$ cat src/rtl/core_pkg.sv
// core_pkg: control-bundle widths, bit positions and write-back encodings shared by the RV32I pipeline.
package core_pkg;
    localparam int EX_W = 5;
    localparam int M_W  = 3;
    localparam int WB_W = 3;
    localparam int WB_REG_WRITE = 2;
    localparam int M_MEM_WRITE  = 0;
    localparam int M_BRANCH     = 2;
    localparam int EX_ALU_SRC_B = 4;
    localparam logic [1:0] MTR_ALU = 2'b00;
    localparam logic [1:0] MTR_IMM = 2'b01;
    localparam logic [1:0] MTR_PC4 = 2'b10;
    localparam logic [1:0] MTR_MEM = 2'b11;
    localparam logic [WB_W-1:0] WB_LOAD = {1'b1, MTR_MEM};
endpackage

$ cat src/rtl/load_use_detect.sv
// load_use_detect: flags an ID instruction that reads the destination of the load currently in EX.
module load_use_detect
    import core_pkg::*;
(
    input  logic            ex_valid,
    input  logic [WB_W-1:0] ex_wb,
    input  logic [4:0]      ex_rd_addr,
    input  logic            id_valid,
    input  logic            id_uses_rs1,
    input  logic            id_uses_rs2,
    input  logic [4:0]      id_rs1_addr,
    input  logic [4:0]      id_rs2_addr,
    output logic            load_use
);
    logic rs1_hit, rs2_hit;
    assign rs1_hit  = id_uses_rs1 & (id_rs1_addr == ex_rd_addr);
    assign rs2_hit  = id_uses_rs2 & (id_rs2_addr == ex_rd_addr);
    assign load_use = ex_valid & (ex_wb == WB_LOAD) & (ex_rd_addr != 5'd0) & id_valid & (rs1_hit | rs2_hit);
endmodule

$ cat src/rtl/id_ex_stage.sv
// id_ex_stage: ID->EX pipeline register with load-use stall, flush bubbles and a saturating bubble counter.
module id_ex_stage
    import core_pkg::*;
#(
    parameter int XLEN  = 32,
    parameter int CNT_W = 16
) (
    input  logic             clk,
    input  logic             rst,
    input  logic             id_valid,
    input  logic [XLEN-1:0]  id_pc,
    input  logic [4:0]       id_rs1_addr,
    input  logic [4:0]       id_rs2_addr,
    input  logic [4:0]       id_rd_addr,
    input  logic             id_uses_rs1,
    input  logic             id_uses_rs2,
    input  logic [XLEN-1:0]  id_rs1_data,
    input  logic [XLEN-1:0]  id_rs2_data,
    input  logic [XLEN-1:0]  id_imm,
    input  logic [EX_W-1:0]  id_ex,
    input  logic [M_W-1:0]   id_m,
    input  logic [WB_W-1:0]  id_wb,
    input  logic             ex_flush,
    input  logic             ext_stall,
    output logic             ex_valid,
    output logic [XLEN-1:0]  ex_pc,
    output logic [XLEN-1:0]  ex_rs1_data,
    output logic [XLEN-1:0]  ex_rs2_data,
    output logic [XLEN-1:0]  ex_imm,
    output logic [4:0]       ex_rs1_addr,
    output logic [4:0]       ex_rs2_addr,
    output logic [4:0]       ex_rd_addr,
    output logic [EX_W-1:0]  ex_ex,
    output logic [M_W-1:0]   ex_m,
    output logic [WB_W-1:0]  ex_wb,
    output logic             hz_stall,
    output logic [CNT_W-1:0] bubble_cnt
);
    typedef struct packed {
        logic            valid;
        logic [XLEN-1:0] pc;
        logic [XLEN-1:0] rs1_data;
        logic [XLEN-1:0] rs2_data;
        logic [XLEN-1:0] imm;
        logic [4:0]      rs1_addr;
        logic [4:0]      rs2_addr;
        logic [4:0]      rd_addr;
        logic [EX_W-1:0] ex;
        logic [M_W-1:0]  m;
        logic [WB_W-1:0] wb;
    } ex_reg_t;

    ex_reg_t          ex_q, ex_d, id_bundle;
    logic [CNT_W-1:0] cnt_q, cnt_d;
    logic             load_use, bubble;

    load_use_detect u_load_use_detect (
        .ex_valid    (ex_q.valid),
        .ex_wb       (ex_q.wb),
        .ex_rd_addr  (ex_q.rd_addr),
        .id_valid    (id_valid),
        .id_uses_rs1 (id_uses_rs1),
        .id_uses_rs2 (id_uses_rs2),
        .id_rs1_addr (id_rs1_addr),
        .id_rs2_addr (id_rs2_addr),
        .load_use    (load_use)
    );

    // A flushed ID instruction is wrong-path, so it is killed rather than stalled.
    assign hz_stall  = load_use & ~ex_flush;
    assign bubble    = ex_flush | load_use;
    assign id_bundle = '{valid: id_valid, pc: id_pc, rs1_data: id_rs1_data, rs2_data: id_rs2_data,
                         imm: id_imm, rs1_addr: id_rs1_addr, rs2_addr: id_rs2_addr,
                         rd_addr: id_rd_addr, ex: id_ex, m: id_m, wb: id_wb};

    always_comb begin
        ex_d  = ext_stall ? ex_q : bubble ? '0 : id_bundle;
        cnt_d = (ext_stall | ~bubble | (&cnt_q)) ? cnt_q : cnt_q + CNT_W'(1);
    end

    always_ff @(posedge clk or posedge rst) begin
        if (rst) begin
            ex_q  <= '0;
            cnt_q <= '0;
        end else begin
            ex_q  <= ex_d;
            cnt_q <= cnt_d;
        end
    end

    assign ex_valid    = ex_q.valid;
    assign ex_pc       = ex_q.pc;
    assign ex_rs1_data = ex_q.rs1_data;
    assign ex_rs2_data = ex_q.rs2_data;
    assign ex_imm      = ex_q.imm;
    assign ex_rs1_addr = ex_q.rs1_addr;
    assign ex_rs2_addr = ex_q.rs2_addr;
    assign ex_rd_addr  = ex_q.rd_addr;
    assign ex_ex       = ex_q.ex;
    assign ex_m        = ex_q.m;
    assign ex_wb       = ex_q.wb;
    assign bubble_cnt  = cnt_q;
endmodule

$ cat config.mk
export PLATFORM = sky130hd
export DESIGN_NAME = id_ex_stage
export DESIGN_NICKNAME = d
export VERILOG_FILES = /design/src/rtl/core_pkg.sv /design/src/rtl/load_use_detect.sv /design/src/rtl/id_ex_stage.sv
export SDC_FILE = /design/constraint.sdc
export NUM_CORES = 1
export LEC_CHECK = 0
export ABC_AREA = 1
export CAP_MARGIN = 15
export CORE_MARGIN = 2
export CORE_UTILIZATION = 45
export DETAILED_ROUTE_END_ITERATION = 16
export PLACE_DENSITY = 0.88
export SLEW_MARGIN = 20
export SYNTH_ARGS = -nofsm -noshare
export SYNTH_HDL_FRONTEND = slang
export SYNTH_SLANG_ARGS = --single-unit
$ cat constraint.sdc
create_clock -name clk -period 12.4 [get_ports clk]
set_input_delay 1.86 -clock clk [delete_from_list [all_inputs] [get_ports clk]]
set_output_delay 1.86 -clock clk [all_outputs]
set_load 0.005 [all_outputs]
==> results by group, run 1 <==
Synth
  • Synth Flop Type: dfrtp_1
  • Sequential share of the synthesized area: 0.579
  • Syn_nets: 1030
  • Yosys cell types: 26
  • Cells after Synth: 868
  • Netlist Area Pre-Place: 0.00739 mm2
  • Yosys top cell by area: dfrtp_1
  • FFs w/ async S/R, synth: 1.00
  • Yosys reg bits: 171
  • Largest cells by area after synthesis: dfrtp_1 (58%), nand2_1 (20%), o21ai_1 (6.8%), o21ai_0 (3.3%), buf_6 (1.8%)
  • Mapped Avg Cell Area: 8.51 um2
  • Synth top area share: 0.579
  • Yosys warnings: 0
  • EDFF count, synth: 0

Power
  • Leak pwr: 5.05 nW
  • Pwr/cell area: 129 mW/mm2
  • Max IR drop VDD: 0.0000880 V
  • Design Power: 1.46 mW

Setup path
  • CP Capture Type: output port
  • Crit path kind: primary input to output port
  • Cell family with most CP delay: buffers and inverters
  • Most used cell, CP: nand2_1
  • Max FO, Critical Path: 3
  • Arr. time, crit path: 3550 ps
  • Buf+Inv Stages, Crit Path: 3
  • Startpoint class of the critical path: primary input
  • CP peak stage delay: 560 ps
  • Ordered cell list for the critical path: clkdlybuf4s50_1 -> inv_1 -> nand2_1 -> nand2_1 -> nor2_1 -> nand3_1 -> nand2_1 -> nand2_2 -> nor2_1 -> clkdlybuf4s50_1
  • Critical path's slowest cell: clkdlybuf4s50_1
  • Crit path required time: 10540 ps

Layout
  • Final-stage net count: 1329
  • Share of layout cells above drive strength 1: 0.0424
  • Fin util: 0.712
  • Synth-to-layout area growth: 53.7%
  • Filler instances: 1185
  • Post-Layout Inst Area: 0.0113 mm2
  • Fin cells: 1397

Global routing
  • Largest net degree at the start of global routing: 179
  • Initial antenna violation count: 1
  • Total GRT Usage: 0.278
  • Number of global-route vias before repair: 6994
  • GRT overflow: 0
  • First-pass GRT wire length: 38200 um

Timing
  • Worst Max-Slew Pin Slew: 1100 ps
  • Final setup margin: 6990 ps
  • Tcrit/Tclk final: 0.437
  • RSZ-0062 raised after global routing: no
  • Worst hold slack: 482 ps
  • Max Slew Vio Count: 0
  • Slew headroom: 0.268
  • Endpoints failing hold: 0
  • Fmax: 185 MHz
  • Final setup fails: 0
  • Post-layout min period: 5410 ps
  • Setup tns final: 0 ps
  • Final Skew: 10.3 ps

Floorplanning
  • Die area: 0.0175 mm2
  • Die Wd: 132 um
  • Area of the core: 0.0159 mm2
  • Die Span Y: 132 um
  • # rows: 46
  • Initial Utilization: 0.463
  • I/O Pins: 333

Clock network
  • Post-CTS Setup Inserts: 0
  • Num Clock Sinks: 171
  • CTS resizes: 0
  • Clock latency at the later pin of the worst-skew pair: 420 ps
  • Clock-pin slew on the worst setup and hold paths: 70 ps
  • # hold bufs at CTS: 0
  • Num CTS Buffers: 17
  • Clock Tree Root: clkbuf_16
  • Max Buffers Root-to-Sink: 2
  • CTS tree: done
  • CTS H-tree lvls: 4

Route
  • Iteration count of the initial detailed-routing pass: 4
  • Iter 0 DRT Violations: 498
  • DRC Markers: 0
  • Wire per inst: 17.1 um
  • DR vias: 7040
  • Vias per cell: 5.04
  • Final ANT Viol Nets: 0
  • Total wire length: 23900 um

Placed design
  • DP Cell Count: 1362
  • Worst slack, placed: 6980 ps
  • Placement Cell Area: 0.0107 mm2
  • Port bufs: 332
  • Hpwl dp: 16200 um
  • GPL Wtd Cong: 0.932

Outcome
  • Status: completed

Flow run
  • Max Cap Viol: 0

Min path
  • Worst min path class: flip-flop to flip-flop
==> cell type report <==
class                   count  area (um2)  share of cell area
clock inverters            14         181              0.0160
diodes                      1        2.50            0.000220
clock buffers              18         439              0.0387
repair buffers            337        3400               0.299
flip-flops and latches    171        4280               0.377
inverters                  34         138              0.0121
well taps                 216         270              0.0238
multi-input cells         606        2640               0.233
==> worst min-delay path, delay by kind of cell (launching register included) <==
| family | cells | cell delay, ps |
|---|---|---|
| AOI/OAI and AO/OA | 1 | 60 |
| and+or+nand+nor | 1 | 40 |
| DFF | 1 | 350 |
==> cells in the final DEF, fill, tap and decap left out, types with 2 or more instances in the layout <==
cell type,instances
nand2_1,384
clkdlybuf4s50_1,331
dfrtp_1,171
o21ai_1,100
o21ai_0,49
inv_1,27
nand4_1,19
nor2_1,18
clkbuf_16,17
nand3_1,13
inv_6,8
o22ai_1,6
inv_2,5
xor2_1,4
buf_4,4
xnor2_1,3
bufinv_16,3
nor3_1,2
clkinv_2,2
clkinv_4,2
buf_16,2
==> cell families after synthesis <==
kind of cell | Yosys count | synth area share
AO/OA/AOI/OAI | 155 | 0.106
flip-flops | 171 | 0.579
XOR/XNOR | 7 | 0.00830
buffers and inverters | 91 | 0.0642
AND/OR/NAND/NOR | 443 | 0.240
adder cells (fa/ha/maj) | 1 | 0.00169
==> layer usage <==
| layer | up-vias | global-route usage | share of wire |
|---|---|---|---|
| li1 | 3391 | - | - |
| met5 | - | 0 | 0 |
| met4 | 0 | 0.133 | 0.043 |
| met3 | 61 | 0.0757 | 0.076 |
| met1 | 3310 | 0.345 | 0.39 |
| met2 | 278 | 0.451 | 0.49 |
==> Yosys cell counts (2+ instances only) <==
cell      instances
buf_2            12
buf_6            12
clkbuf_1         31
dfrtp_1         171
inv_1            29
inv_2             5
nand2_1         384
nand3_1          13
nand4_1          19
nor2_1           18
nor3_1            2
o21ai_0          49
o21ai_1         100
o22ai_1           6
xnor2_1           3
xor2_1            4
==> power by group <==
group	switching [mW]	internal (mW)
Clock	0.235	0.328
Combinational	0.110	0.151
Sequential	0.0335	0.603
Total	0.378	1.08
==> worst paths after layout <==
check | from | endpoint | slack [ps] | cells after the start
setup reg to reg | ex_rd_addr[3]$_DFFE_PP0N_ | bubble_cnt[10]$_DFFE_PP0N_ | 9900 | 11
hold reg to reg | ex_imm[27]$_DFFE_PP0N_ | ex_imm[27]$_DFFE_PP0N_ | 480 | 2
setup / recovery | id_rs1_addr[4] | hz_stall | 6990 | 10
max in group asynchronous | rst | ex_m[0]$_DFFE_PP0N_ | 8860 | 3
min in group asynchronous | rst | ex_rs2_data[20]$_DFFE_PP0N_ | 2020 | 2
hold / removal | ex_imm[27]$_DFFE_PP0N_ | ex_imm[27]$_DFFE_PP0N_ | 480 | 2
==> sequential cells by signal, indices dropped and copies added, names as in the netlist <==
register and count:
ex_rd_addr 5, ex_rs2_data 32, ex_ex 5, ex_imm 32, ex_rs1_addr 5, bubble_cnt 16
ex_rs1_data 32, ex_m 3, ex_rs2_addr 5, ex_valid 1, ex_pc 32, ex_wb 3
(Power assumes the default switching activity.)
==> run 2, diff against run 1 <==
CORE_UTILIZATION = 38   (was 45)
PLACE_DENSITY = 0.79   (was 0.88)
clock period = 4.6 ns   (was 12.4 ns; I/O delays follow)
==> run 2 against run 1 <==
  * Sequential cell count is the same
  * Register-to-register slack lost 7500 ps
  * Clock-buffer cell count grew 3
  * Die area grew 18%
  * Sequential share of layout area grew 0.092 points
==> results by group, run 2 (synthesized netlist as in run 1, its figures left out) <==
Global routing
  • Initial antenna violation count: 0
  • GRT overflow: 0
  • Largest net degree at the start of global routing: 172
  • First-pass GRT wire length: 35100 um
  • Total GRT Usage: 0.217
  • Number of global-route vias before repair: 6715

Power
  • Pwr/cell area: 332 mW/mm2
  • Power Internal: 2.77 mW
  • Sw Ratio: 0.263
  • Clk pwr share: 0.359
  • Flop pwr share: 0.456
  • Combinational power share: 0.185
  • Psw: 0.988 mW
  • Leak pwr: 4.99 nW
  • Max IR drop VDD: 0.000224 V

Route
  • Iteration count of the initial detailed-routing pass: 4
  • Final ANT Viol Nets: 0
  • Iter 0 DRT Violations: 413
  • Wire per inst: 15.7 um
  • DRC Markers: 0
  • Total wire length: 22600 um
  • Vias per cell: 4.79
  • DR vias: 6897

Clock network
  • Num CTS Buffers: 17
  • CTS tree: done
  • CTS resizes: 0
  • Post-CTS Setup Inserts: 0
  • Clock Tree Root: clkbuf_16
  • Num Clock Sinks: 171
  • Clock latency at the later pin of the worst-skew pair: 420 ps
  • CTS H-tree lvls: 4
  • Clock-pin slew on the worst setup and hold paths: 60 ps
  • # hold bufs at CTS: 0
  • Max Buffers Root-to-Sink: 2

Setup path
  • Ordered cell list for the critical path: clkdlybuf4s50_1 -> inv_1 -> nand2_1 -> nand2_1 -> nor2_1 -> nand3_1 -> nand2_1 -> nand2_2 -> nor2_1 -> clkdlybuf4s50_1
  • Max FO, Critical Path: 3
  • CP Capture Type: output port
  • Arr. time, crit path: 2410 ps
  • CP peak stage delay: 540 ps
  • Crit path kind: primary input to output port
  • Most used cell, CP: nand2_1
  • Crit path required time: 3910 ps
  • Critical path's slowest cell: clkdlybuf4s50_1
  • Startpoint class of the critical path: primary input

Layout
  • Filler instances: 1657
  • Share of layout cells above drive strength 1: 0.0415
  • Final-stage net count: 1329
  • Synth-to-layout area growth: 53.3%
  • Fin util: 0.599
  • Commonest cells after routing, fill and taps aside: nand2_1 (384), clkdlybuf4s50_1 (331), dfrtp_1 (171)
  • Inserted Diodes: 0
  • Most common cell after layout, fill and taps aside: nand2_1

Timing
  • Final setup fails: 0
  • Fmax: 323 MHz
  • Final setup margin: 1500 ps
  • Post-layout min period: 3100 ps
  • Final Skew: 11.8 ps
  • Slew headroom: 0.261
  • Setup tns final: 0 ps
  • Tcrit/Tclk final: 0.674
  • Worst Max-Slew Pin Slew: 1110 ps
  • Max Slew Vio Count: 0
  • Endpoints failing hold: 0
  • RSZ-0062 raised after global routing: no

Placed design
  • Worst slack, placed: 1510 ps
  • Hpwl dp: 15200 um
  • Port bufs: 332
  • GPL Wtd Cong: 0.854

Floorplanning
  • # rows: 50
  • Area of the core: 0.0189 mm2
  • Initial Utilization: 0.391
  • Die Span Y: 143 um
  • Die area: 0.0206 mm2
  • Die Wd: 143 um
  • I/O Pins: 333

Outcome
  • Status: completed

Min path
  • Worst min path class: flip-flop to flip-flop

Flow run
  • Max Cap Viol: 0
[run 2: final timing paths]
kind	startpoint	to	slack [ps]	depth (start not counted)
min in group asynchronous	rst	ex_rs2_addr[1]$_DFFE_PP0N_	810	3
hold / removal	ex_imm[14]$_DFFE_PP0N_	ex_imm[14]$_DFFE_PP0N_	490	2
hold reg to reg	ex_imm[14]$_DFFE_PP0N_	ex_imm[14]$_DFFE_PP0N_	490	2
setup reg to reg	ex_rd_addr[4]$_DFFE_PP0N_	ex_rs2_data[14]$_DFFE_PP0N_	2370	10
max in group asynchronous	rst	ex_imm[11]$_DFFE_PP0N_	2910	3
setup / recovery	id_rs2_addr[4]	hz_stall	1500	10
[run 2: area by class of cell]
cell class	count	area, um2	share of cell area
Multi-Input combinational cell	606	2640	0.233
Inverter	34	136	0.0120
Timing Repair Buffer	337	3380	0.299
Tap cell	260	325	0.0287
Clock inverter	11	86.3	0.00763
Sequential cell	171	4280	0.378
Clock buffer	21	470	0.0416
[run 2: power groups by stage]
| stage | registers (mW) | clock network (mW) | logic (mW) |
|---|---|---|---|
| final | 1.72 | 1.35 | 0.696 |
| after global routing | 1.73 | 1.46 | 0.766 |
| after CTS | 1.72 | 1.39 | 0.706 |
| after detailed placement | 1.74 | 0 | 0.702 |
| after global placement | 1.74 | 0 | 0.692 |
| after floorplan | 1.74 | 0 | 0.240 |
[run 2: worst max-delay path, delay by kind of cell]
kind / cells / cell delay [ps]
AND/OR/NAND/NOR: 7 / 610
buffers and inverters: 3 / 1100
[run 2: metrics by stage]
| step | cell area, um2 | cells | power (mW) | hold slack [ps] |
|---|---|---|---|---|
| 2_1_floorplan | 7390 | 868 | 1.98 | 473 |
| 3_3_place_gp | 10800 | 1408 | 2.43 | 460 |
| 3_5_place_dp | 10800 | 1408 | 2.44 | 472 |
| 4_1_cts | 11300 | 1440 | 3.81 | 489 |
| 5_1_grt | 11300 | 1440 | 3.95 | 503 |
| 6_report | 11300 | 1440 | 3.76 | 486 |
[run 2: routing by layer]
layer  part of all wire  GRT usage  up-vias
met1               0.40      0.268     3219
met4              0.023     0.0759        0
li1                   -          -     3380
met3              0.087     0.0726       35
met2               0.49      0.354      263
met5                  0          0        -
==> run 3, diff against run 2 <==
CORE_UTILIZATION = 42   (was 38)
PLACE_DENSITY = 0.83   (was 0.79)
clock period = 2.9 ns   (was 4.6 ns; I/O delays follow)
==> run 3 against run 2 <==
  * Clock-buffer cell count shrank 1
  * Power grew 66%
  * Sequential cell count is the same
  * First-iteration DRC count shrank 12%
==> results by group, run 3 (synthesized netlist as in run 1, its figures left out) <==
Outcome
  • Status: completed

Timing
  • Tcrit/Tclk final: 0.887
  • Slew headroom: 0.577
  • Worst Max-Slew Pin Slew: 635 ps
  • Worst hold slack: 410 ps
  • Endpoints failing hold: 0
  • Final Skew: 10.2 ps
  • RSZ-0062 raised after global routing: no
  • Fmax: 389 MHz
  • Post-layout min period: 2570 ps
  • Setup tns final: 0 ps
  • Max Slew Vio Count: 0
  • Final setup fails: 0

Setup path
  • Max FO, Critical Path: 3
  • Ordered cell list for the critical path: clkdlybuf4s50_1 -> inv_1 -> nand2_1 -> nand2_1 -> nor2_1 -> nand3_1 -> nand2_1 -> nand2_2 -> nor2_1 -> clkdlybuf4s50_1
  • CP Capture Type: output port
  • R2R depth: 8
  • Worst R2R Start: bubble_cnt[0]$_DFFE_PP0N_
  • Arr. time, crit path: 2140 ps
  • R2R Path End: bubble_cnt[11]$_DFFE_PP0N_
  • CP peak stage delay: 550 ps
  • Reg-to-reg slack, setup: 950 ps
  • Critical path's slowest cell: clkdlybuf4s50_1
  • Crit path kind: primary input to output port
  • Startpoint class of the critical path: primary input
  • Crit path required time: 2470 ps
  • Most used cell, CP: nand2_1

Flow run
  • Max Cap Viol: 0

Placed design
  • GPL Wtd Cong: 0.860
  • DP Cell Count: 1380
  • Placement Cell Area: 0.0108 mm2
  • Port bufs: 332
  • Hpwl dp: 15900 um

Clock network
  • Clock latency at the later pin of the worst-skew pair: 430 ps
  • Clock-pin slew on the worst setup and hold paths: 60 ps
  • CTS resizes: 0
  • # hold bufs at CTS: 0
  • Num Clock Sinks: 171
  • Max Buffers Root-to-Sink: 2
  • Num CTS Buffers: 17
  • CTS H-tree lvls: 4
  • Clock Tree Root: clkbuf_16
  • Post-CTS Setup Inserts: 0
  • CTS tree: done

Route
  • DRC Markers: 0
  • DR vias: 7067
  • Wire per inst: 16.2 um
  • Vias per cell: 5.00
  • Iteration count of the initial detailed-routing pass: 5
  • Final ANT Viol Nets: 0
  • Total wire length: 22800 um
  • Iter 0 DRT Violations: 365

Layout
  • Share of layout cells above drive strength 1: 0.0472
  • Post-Layout Inst Area: 0.0115 mm2
  • Final-stage net count: 1336
  • Commonest cells after routing, fill and taps aside: nand2_1 (384), clkdlybuf4s50_1 (331), dfrtp_1 (171)
  • Inserted Diodes: 0
  • Synth-to-layout area growth: 55.1%
  • Fin cells: 1412
  • Most common cell after layout, fill and taps aside: nand2_1

Power
  • Pwr/cell area: 544 mW/mm2
  • Leak pwr: 5.08 nW
  • Max IR drop VDD: 0.000387 V
  • Design Power: 6.23 mW

Floorplanning
  • Area of the core: 0.0172 mm2
  • Initial Utilization: 0.428
  • Die Wd: 137 um
  • I/O Pins: 333
  • Die Span Y: 137 um
  • # rows: 48
  • Die area: 0.0187 mm2

Global routing
  • GRT overflow: 0
  • First-pass GRT wire length: 35200 um
  • Initial antenna violation count: 0
  • Largest net degree at the start of global routing: 150
  • Total GRT Usage: 0.242
  • Number of global-route vias before repair: 6775

Min path
  • Worst min path class: primary input to asynchronous set/reset pin
-- run 3: cell count changes in the layout (fill, tap and decap cells not counted), moves of 2 or more --
cell,previous run,this run
clkinv_4,3,1
bufinv_16,0,3
buf_12,2,8
inv_6,2,5
-- run 3: metal layers --
metal | track usage | up-vias | part of all wire | wire, um
met5 | 0 | - | 0 | 0
met4 | 0.101 | 0 | 0.029 | 656
met3 | 0.0681 | 44 | 0.080 | 1830
met2 | 0.400 | 257 | 0.49 | 11200
met1 | 0.299 | 3358 | 0.40 | 9110
li1 | - | 3408 | - | -
-- run 3: per-stage QoR --
stage,setup WS [ps],util
6_report,327,0.665
2_1_floorplan,282,-
5_1_grt,207,0.665
3_3_place_gp,364,0.629
4_1_cts,342,0.665
3_5_place_dp,350,0.629
-- run 3: layout make-up --
| class | instances | area (um2) |
|---|---|---|
| Timing Repair Buffer | 344 | 3510 |
| Multi-Input combinational cell | 606 | 2630 |
| Inverter | 34 | 136 |
| Clock inverter | 12 | 161 |
| Tap cell | 225 | 282 |
| Fill cell | 1374 | 5780 |
| Sequential cell | 171 | 4280 |
| Clock buffer | 20 | 457 |
-- run 3: worst max-delay path by stage --
stage | cells past startpoint | endpoint | from
final | 10 | hz_stall | id_rs2_addr[4]
after global routing | 10 | hz_stall | id_rs2_addr[4]
after CTS | 10 | hz_stall | id_rs2_addr[4]
after detailed placement | 10 | hz_stall | id_rs2_addr[4]
after global placement | 10 | hz_stall | id_rs2_addr[4]
after floorplan | 1 | bubble_cnt[0]$_DFFE_PP0N_ | rst
-- run 3: worst max-delay path, delay by kind of cell --
family,cells,cell delay (ps)
buffers and inverters,3,1120
and+or+nand+nor,7,590
-- run 3: report_power, final --
group / internal (mW) / switching, mW / leakage [nW]
clock network: 1.41 / 0.969 / 0.294
registers: 2.58 / 0.144 / 2.24
logic: 0.662 / 0.463 / 2.55
